File: src/rtl/pc_sequencer.sv
// Fetch-stage next-PC controller: sequential/jump/branch/exception selection with stall-buffered redirect.
// Optional feature macro: PC_SEQ_EXCEPTION_EN enables the exception input (ignored when undefined).
module pc_sequencer #(
  parameter logic [31:0] RESET_PC   = 32'd100,
  parameter logic [31:0] EXC_VECTOR = 32'h0000_0180
) (
  input  logic        clock,
  input  logic        reset,
  input  logic        stall,
  input  logic        branch_taken,
  input  logic [31:0] branch_target,
  input  logic        jump,
  input  logic [31:0] jump_target,
  input  logic        exception,
  output logic [31:0] pc,
  output logic [31:0] pc_plus4,
  output logic        flush_if,
  output logic        redirect_pending,
  output logic [15:0] redirect_count
);

  typedef enum logic {RUN, PEND} state_t;

  state_t      state_q;
  logic [31:0] pc_q;
  logic [31:0] pend_tgt_q;
  logic        flush_q;
  logic [15:0] count_q;

  logic        exc_req;
  logic        req;
  logic [31:0] tgt_raw;
  logic [31:0] tgt;
  logic [15:0] count_d;

`ifdef PC_SEQ_EXCEPTION_EN
  assign exc_req = exception;
`else
  logic unused_exception;
  assign exc_req          = 1'b0;
  assign unused_exception = exception;
`endif

  assign req     = exc_req | branch_taken | jump;
  assign tgt_raw = exc_req ? EXC_VECTOR : (branch_taken ? branch_target : jump_target);
  // Fetch addresses are word aligned; low bits of any target are dropped.
  assign tgt     = {tgt_raw[31:2], 2'b00};
  assign count_d = (count_q == 16'hFFFF) ? count_q : count_q + 16'd1;

  always_ff @(posedge clock) begin
    if (reset) begin
      state_q    <= RUN;
      pc_q       <= RESET_PC;
      pend_tgt_q <= 32'd0;
      flush_q    <= 1'b0;
      count_q    <= 16'd0;
    end else begin
      flush_q <= 1'b0;
      case (state_q)
        RUN: begin
          if (!stall) begin
            if (req) begin
              pc_q    <= tgt;
              flush_q <= 1'b1;
              count_q <= count_d;
            end else begin
              pc_q <= pc_q + 32'd4;
            end
          end else if (req) begin
            pend_tgt_q <= tgt;
            state_q    <= PEND;
          end
        end
        PEND: begin
          // Branch/jump seen here are wrong-path; only an exception may replace the buffered target.
          if (exc_req) begin
            pend_tgt_q <= EXC_VECTOR;
          end
          if (!stall) begin
            pc_q    <= exc_req ? EXC_VECTOR : pend_tgt_q;
            flush_q <= 1'b1;
            count_q <= count_d;
            state_q <= RUN;
          end
        end
        default: state_q <= RUN;
      endcase
    end
  end

  assign pc               = pc_q;
  assign pc_plus4         = pc_q + 32'd4;
  assign flush_if         = flush_q;
  assign redirect_pending = (state_q == PEND);
  assign redirect_count   = count_q;

endmodule

File: config.mk
export PLATFORM = sky130hd
export DESIGN_NAME = pc_sequencer
export DESIGN_NICKNAME = d
export VERILOG_FILES = /design/src/rtl/pc_sequencer.sv
export SDC_FILE = /design/constraint.sdc
export NUM_CORES = 1
export LEC_CHECK = 0
export CAP_MARGIN = 20
export CELL_PAD_IN_SITES_DETAIL_PLACEMENT = 0
export CELL_PAD_IN_SITES_GLOBAL_PLACEMENT = 2
export CORE_ASPECT_RATIO = 1.2
export CORE_MARGIN = 3
export CORE_UTILIZATION = 26
export CTS_BUF_LIST = sky130_fd_sc_hd__clkbuf_4 sky130_fd_sc_hd__clkbuf_8 sky130_fd_sc_hd__clkbuf_16
export CTS_CLUSTER_SIZE = 24
export DETAILED_ROUTE_END_ITERATION = 10
export GPL_TIMING_DRIVEN = 0
export HOLD_SLACK_MARGIN = 0.05
export PLACE_DENSITY_LB_ADDON = 0.25
export SYNTH_ARGS = -nofsm -noshare
export SYNTH_HDL_FRONTEND = slang
export SYNTH_SLANG_ARGS = --single-unit
File: constraint.sdc
create_clock -name clock -period 2.4 [get_ports clock]
set_input_delay 0.48 -clock clock [delete_from_list [all_inputs] [get_ports clock]]
set_output_delay 0.48 -clock clock [all_outputs]
set_load 0.02 [all_outputs]
==> summary.md, run 1 <==
| Metric | Value |
|---|---|
| Ranking of synthesized cells by instance count | 78 x dfxtp_1, 71 x nor2_1, 42 x a21oi_1, 32 x clkbuf_1, 32 x o21ai_0 |
| HP Class | reg2reg |
| Minimum clock period | 2.65 ns |
| Worst Path Arrival | 2.17 ns |
| Post-synth EDFFs | 0 |
| P per Cell Area | 516 nW/um2 |
| Die Width | 127 um |
| Proportion of netlist area held by the largest area contributor | 34.3% |
| Starting Density | 26.7% |
| Slowest-stage cell, CP | or4_4 |
| # nets final | 838 |
| DR iter-0 viols | 296 |
| Vias in the first global route | 5197 |
| Vias per Instance | 5.27 |
| Failing checks | setup timing |
| Port buffer count | 139 |
| Synth Area per Inst | 8.04 um2 |
| Multi-input gate area | 3180 um2 |
| YS warnings | 0 |
| FILL cells | 1715 |
| Max stage delay on crit path | 0.53 ns |
| WS Path Type | reg2out |
| Max IR drop VDD | 0.281 mV |
| Share of cells above drive strength 1 | 25.5% |
| Total core area | 17000 um2 |
| Clock Skews | 0.00913 ns |
| Unique cell type count in the Yosys netlist | 57 |
| Worst Tran Pin Value | 0.665 ns |
| Place WS | -1.06 ns |
| Cell count after synthesis | 567 |
| First-pass GRT wire length | 29100 um |
| FF+latch area | 1630 um2 |
| Crit start category | flip-flop |
| Hold Fails Final Rpt | 0 |
| Total power | 3.81 mW |
| HP Start | pend_tgt_q[3] |
| DR pass1 iterations | 5 |
| Lkg Pwr | 2.94 nW |
| Clk pin slew, worst setup/hold paths | 0.07 ns |
| CTS Sinks | 78 |
| Slew Limit Headroom | 55.7% |
| Fin crit share | 111% |
| Final instance area | 7400 um2 |
| Req. time, crit path | 1.92 ns |
| Unrepaired setup endpoints after global routing | true |
| Placed insts | 925 |
| Crit-path cells | ha_4 -> nand3_4 -> or4_4 -> or3_4 -> xnor2_4 -> buf_6 |
| CTS Buffer Depth | 2 |
| Area growth, synth to finish | 62.3% |
| Worst setup path start | pc[3] |
| Slew Viols, Final | 0 |
| Worst Path Buf+Inv | 1 |
| Largest net degree at the start of global routing | 13 |
| Diodes inserted | 0 |
| Num rows | 52 |
| Mapped Area | 4560 um2 |
| Crit path max-delay family | simple AND/OR/NAND/NOR gates |
| DRT antenna net count | 0 |
| Initial antenna violation count | 0 |
| Total number of vias | 5187 |
| Status | finished, violations left |
| Gpl congestion | 0.826 |
| Top cell type by total area after synthesis | dfxtp_1 |
| Flops & latches, synth | 78 |
| Finished Layout Cells | 985 |
| CP endpoint kind | output pin |
| Top-count cell post-synth | dfxtp_1 |
| Die H | 151 um |
| CP Max Fanout | 5 |
| Remaining global-route overflow | 0 |
| Async SR Flop Fraction | 0% |
| CTS buffer count | 9 |
| H-tree levels | 3 |
| Hpwl dp | 14100 um |
| Die Area | 19200 um2 |
| Routed WL per cell | 19.4 um |
| MaxCap Viol Count | 0 |
| Top area cells in the synthesized netlist | dfxtp_1 34%, mux2i_1 6.2%, nor2_1 5.8%, a211oi_1 5.1%, a21oi_1 4.6% |
| R2R Path Start | redirect_count[0] |
| Final setup vio count | 15 |
| Placed inst area | 6280 um2 |
| Sequential share of the synthesized area | 34.3% |
| Root Buffer Master | clkbuf_16 |
| # IOs | 152 |
| Total track usage | 19.7% |
| CTS tree | done |
| Worst-skew pair later-pin latency | 0.35 ns |
| Final WL | 19100 um |
| Fmax | 377 MHz |
| Final WS setup | -0.252 ns |
| Main flop type after synthesis | dfxtp_1 |
| DR DRC count | 0 |
## final cells by class
| cell class | count | area share [%] |
|---|---|---|
| Buffer | 39 | 2.49 |
| Clock buffer | 12 | 3.52 |
| Clock inverter | 2 | 0.135 |
| Inverter | 17 | 0.914 |
| Multi-Input combinational cell | 431 | 43.0 |
| Sequential cell | 78 | 22.1 |
| Tap cell | 216 | 3.65 |
| Timing Repair Buffer | 190 | 24.2 |
## worst reg2reg max path, cell delays in order, from the launching register on
cell and delay (ns):
dfxtp_1 0.39, ha_1 0.28, inv_1 0.13, or4_1 0.65
o21ai_2 0.35, mux2i_1 0.23, nor2_1 0.06
## cells by family (layout without fill, tap and decap cells)
family | count (synthesis) | in the layout | synth area share [%]
flops | 78 | 78 | 34.3
other cells | 1 | 4 | 0.0823
simple gates | 192 | 192 | 21.1
mux | 31 | 31 | 6.89
xor+xnor | 32 | 32 | 6.15
fa+ha+maj | 2 | 2 | 0.549
buf+inv | 61 | 260 | 5.63
compound gates | 170 | 170 | 25.3
## sequential cells by signal, indices dropped and copies added, names as in the netlist
| register | flops |
|---|---|
| pc | 30 |
| pend_tgt_q | 30 |
| redirect_count | 16 |
| flush_if | 1 |
| redirect_pending | 1 |
## routing by layer
metal	wire (um)	up-vias	part of all wire, %	global-route usage, %
met4	360	0	1.9	7.40
met2	9690	170	51	34.5
met5	0	-	0	0
met3	988	26	5.2	3.25
li1	-	2488	-	-
met1	8090	2503	42	24.2
## cells in the final DEF, fill, tap and decap left out, types with 4 or more instances in the layout
cell             instances
clkdlybuf4s50_1        113
nor2_1                  66
buf_4                   55
dfxtp_1                 54
a21oi_1                 42
o21ai_0                 32
a211oi_1                30
mux2i_1                 28
clkbuf_1                25
nand2_1                 20
buf_6                   19
dfxtp_4                 17
inv_1                   15
nand4_1                 14
nor3_1                  13
xnor2_2                 11
xor2_1                  11
or3_1                    9
a221oi_1                 9
clkbuf_16                9
xnor2_1                  8
o21a_1                   7
nor2b_1                  7
dfxtp_2                  7
nand3_4                  6
nand3_1                  6
clkbuf_2                 5
nor3_4                   4
nand2_4                  4
clkbuf_4                 4
o221a_2                  4
and2_1                   4
o31ai_1                  4
a22o_1                   4
a221o_1                  4
conb_1                   4
dlygate4sd2_1            4
## worst paths after layout
check	end	slack, ns	depth (start not counted)
worst max-delay path	pc_plus4[26]	-0.25	6
worst min-delay path	pend_tgt_q[3]	0.50	2
worst max register to register	redirect_count[1]	0.19	6
worst min register to register	pend_tgt_q[3]	0.50	2
## report_power, final
part	switching (mW)	internal, mW	leakage (nW)
Sequential	0.100	1.39	0.654
Combinational	0.541	0.470	2.15
Clock	0.560	0.755	0.138
Total	1.20	2.61	2.94
## timing repair
item	4_1_cts	5_1_grt
hold buffers	0	0
endpoints found under the setup margin	69	67
resized for setup	176	77
cloned	0	0
setup buffers	39	12
pin swaps	28	19
## per-stage QoR
stage	TNS, ns	hold WS (ns)	util, %
floorplan	-0.0151	0.473	-
global placement	-35.86	0.484	36.9
detailed placement	-38.01	0.491	36.9
CTS	-1.35	0.499	41.4
global route	-3.18	0.512	43.4
finish	-1.99	0.499	43.4
No activity file was read; power rests on OpenSTA's default activity.
==> inputs of run 2 (changes only) <==
Settings changed: RECOVER_POWER from default to 50.
==> summary.md, run 2 (synthesized netlist as in run 1, its figures left out) <==
| Metric | Value |
|---|---|
| P per Cell Area | 513 nW/um2 |
| Num rows | 52 |
| Req. time, crit path | 1.92 ns |
| CTS Hold Bufs | 0 |
| CP Max Fanout | 5 |
| Final setup vio count | 28 |
| TNS Setup | -2.83 ns |
| Die Area | 19200 um2 |
| Diodes inserted | 0 |
| # nets final | 838 |
| Total core area | 17000 um2 |
| DR pass1 iterations | 5 |
| Final instance area | 7380 um2 |
| Slowest-stage cell, CP | or4_4 |
| DRT antenna net count | 0 |
| CTS tree | done |
| Failing checks | setup timing |
| FILL cells | 1716 |
| Crit start category | flip-flop |
| Unrepaired setup endpoints after global routing | true |
| Vias in the first global route | 5197 |
| Max stage delay on crit path | 0.53 ns |
| Final WS setup | -0.243 ns |
| Fmax | 378 MHz |
| Total track usage | 19.7% |
| Max IR drop VDD | 0.281 mV |
| Remaining global-route overflow | 0 |
| Clock Skews | 0.00754 ns |
| # IOs | 152 |
| Die Width | 127 um |
| Commonest non-fill, non-tap cell in the layout | nor2_1 |
| CP endpoint kind | output pin |
| Routed WL per cell | 19.4 um |
| Slew Limit Headroom | 34.1% |
| Total number of vias | 5165 |
| Crit-path cells | ha_4 -> nand3_4 -> or4_4 -> or3_4 -> xnor2_4 -> buf_6 |
| Worst Path Arrival | 2.16 ns |
| H-tree levels | 3 |
| Gpl congestion | 0.826 |
| CTS Buffer Depth | 2 |
| Slew Viols, Final | 0 |
| Area growth, synth to finish | 61.9% |
| Fin crit share | 110% |
| Status | finished, violations left |
| Starting Density | 26.7% |
| Lkg Pwr | 3.06 nW |
| Worst Tran Pin Value | 0.984 ns |
| Final WL | 19100 um |
| Clk pin slew, worst setup/hold paths | 0.06 ns |
| HP Class | reg2reg |
| WS Path Type | reg2out |
| MaxCap Viol Count | 0 |
| Vias per Instance | 5.24 |
| Hpwl dp | 14100 um |
| CTS Sinks | 78 |
| Minimum clock period | 2.64 ns |
| Initial antenna violation count | 0 |
| Hold Fails Final Rpt | 0 |
| First-pass GRT wire length | 29100 um |
| Die H | 151 um |
| DR iter-0 viols | 301 |
| Worst-skew pair later-pin latency | 0.34 ns |
| Placed inst area | 6280 um2 |
| Largest net degree at the start of global routing | 13 |
| Root Buffer Master | clkbuf_16 |
| Port buffer count | 139 |
| CTS buffer count | 9 |
| Share of cells above drive strength 1 | 25.2% |
| Most frequent cells in the layout | 67 x nor2_1, 63 x clkdlybuf4s50_1, 55 x buf_4 |
| DR DRC count | 0 |
run 2: worst paths after layout:
path,end,from,slack [ns],cells after the start
worst min-delay path,pend_tgt_q[3],pend_tgt_q[3],0.50,2
worst max-delay path,pc_plus4[26],pc[3],-0.24,6
worst min register to register,pend_tgt_q[3],pend_tgt_q[3],0.50,2
worst max register to register,redirect_count[1],redirect_count[0],0.20,6
run 2: cell type report:
class                           instances  area [um2]  area share [%]
Buffer                                 39         184            2.49
Clock inverter                          2        10.0           0.136
Tap cell                              216         270            3.66
Clock buffer                           12         260            3.53
Sequential cell                        78        1630            22.1
Timing Repair Buffer                  190        1780            24.1
Multi-Input combinational cell        431        3170            43.0
Inverter                               17        67.6           0.916
run 2: metal layers:
metal  GRT usage, %  up-vias  wire, um
li1               -     2497         -
met1           24.2     2482      8150
met2           34.5      158      9690
met3           3.25       28       876
met4           7.40        0       364
met5              0        -         0
run 2: worst max-delay path: cells and delay by family (launching register included):
family	cells	cell delay, ns
flops	1	0.38
simple gates	3	1.02
fa+ha+maj	1	0.16
xor+xnor	1	0.14
buf+inv	1	0.13
run 2: per-stage QoR:
stage	cells	hold slack (ns)	worst slack, ns	utilization [%]	total power, mW
after global routing	985	0.512	-0.294	43.3	3.96
after global placement	925	0.484	-1.02	36.9	2.45
after CTS	973	0.499	-0.289	41.4	3.80
after detailed placement	925	0.491	-1.06	36.9	2.46
after floorplan	570	0.473	-0.0151	-	2.00
final	985	0.499	-0.243	43.3	3.78
run 2: power by group:
group / total (mW) / internal (mW) / leakage (nW) / switching (mW)
Clock: 1.31 / 0.755 / 0.138 / 0.554
Combinational: 0.989 / 0.449 / 2.27 / 0.540
Sequential: 1.49 / 1.39 / 0.654 / 0.0978
Total: 3.78 / 2.59 / 3.06 / 1.19
run 2: repair_timing:
action	4_1_cts	5_1_grt
hold endpoints to repair	0	0
endpoints found under the setup margin	69	67
gates resized for setup	176	77
pin swaps	28	19
buffers inserted	39	12
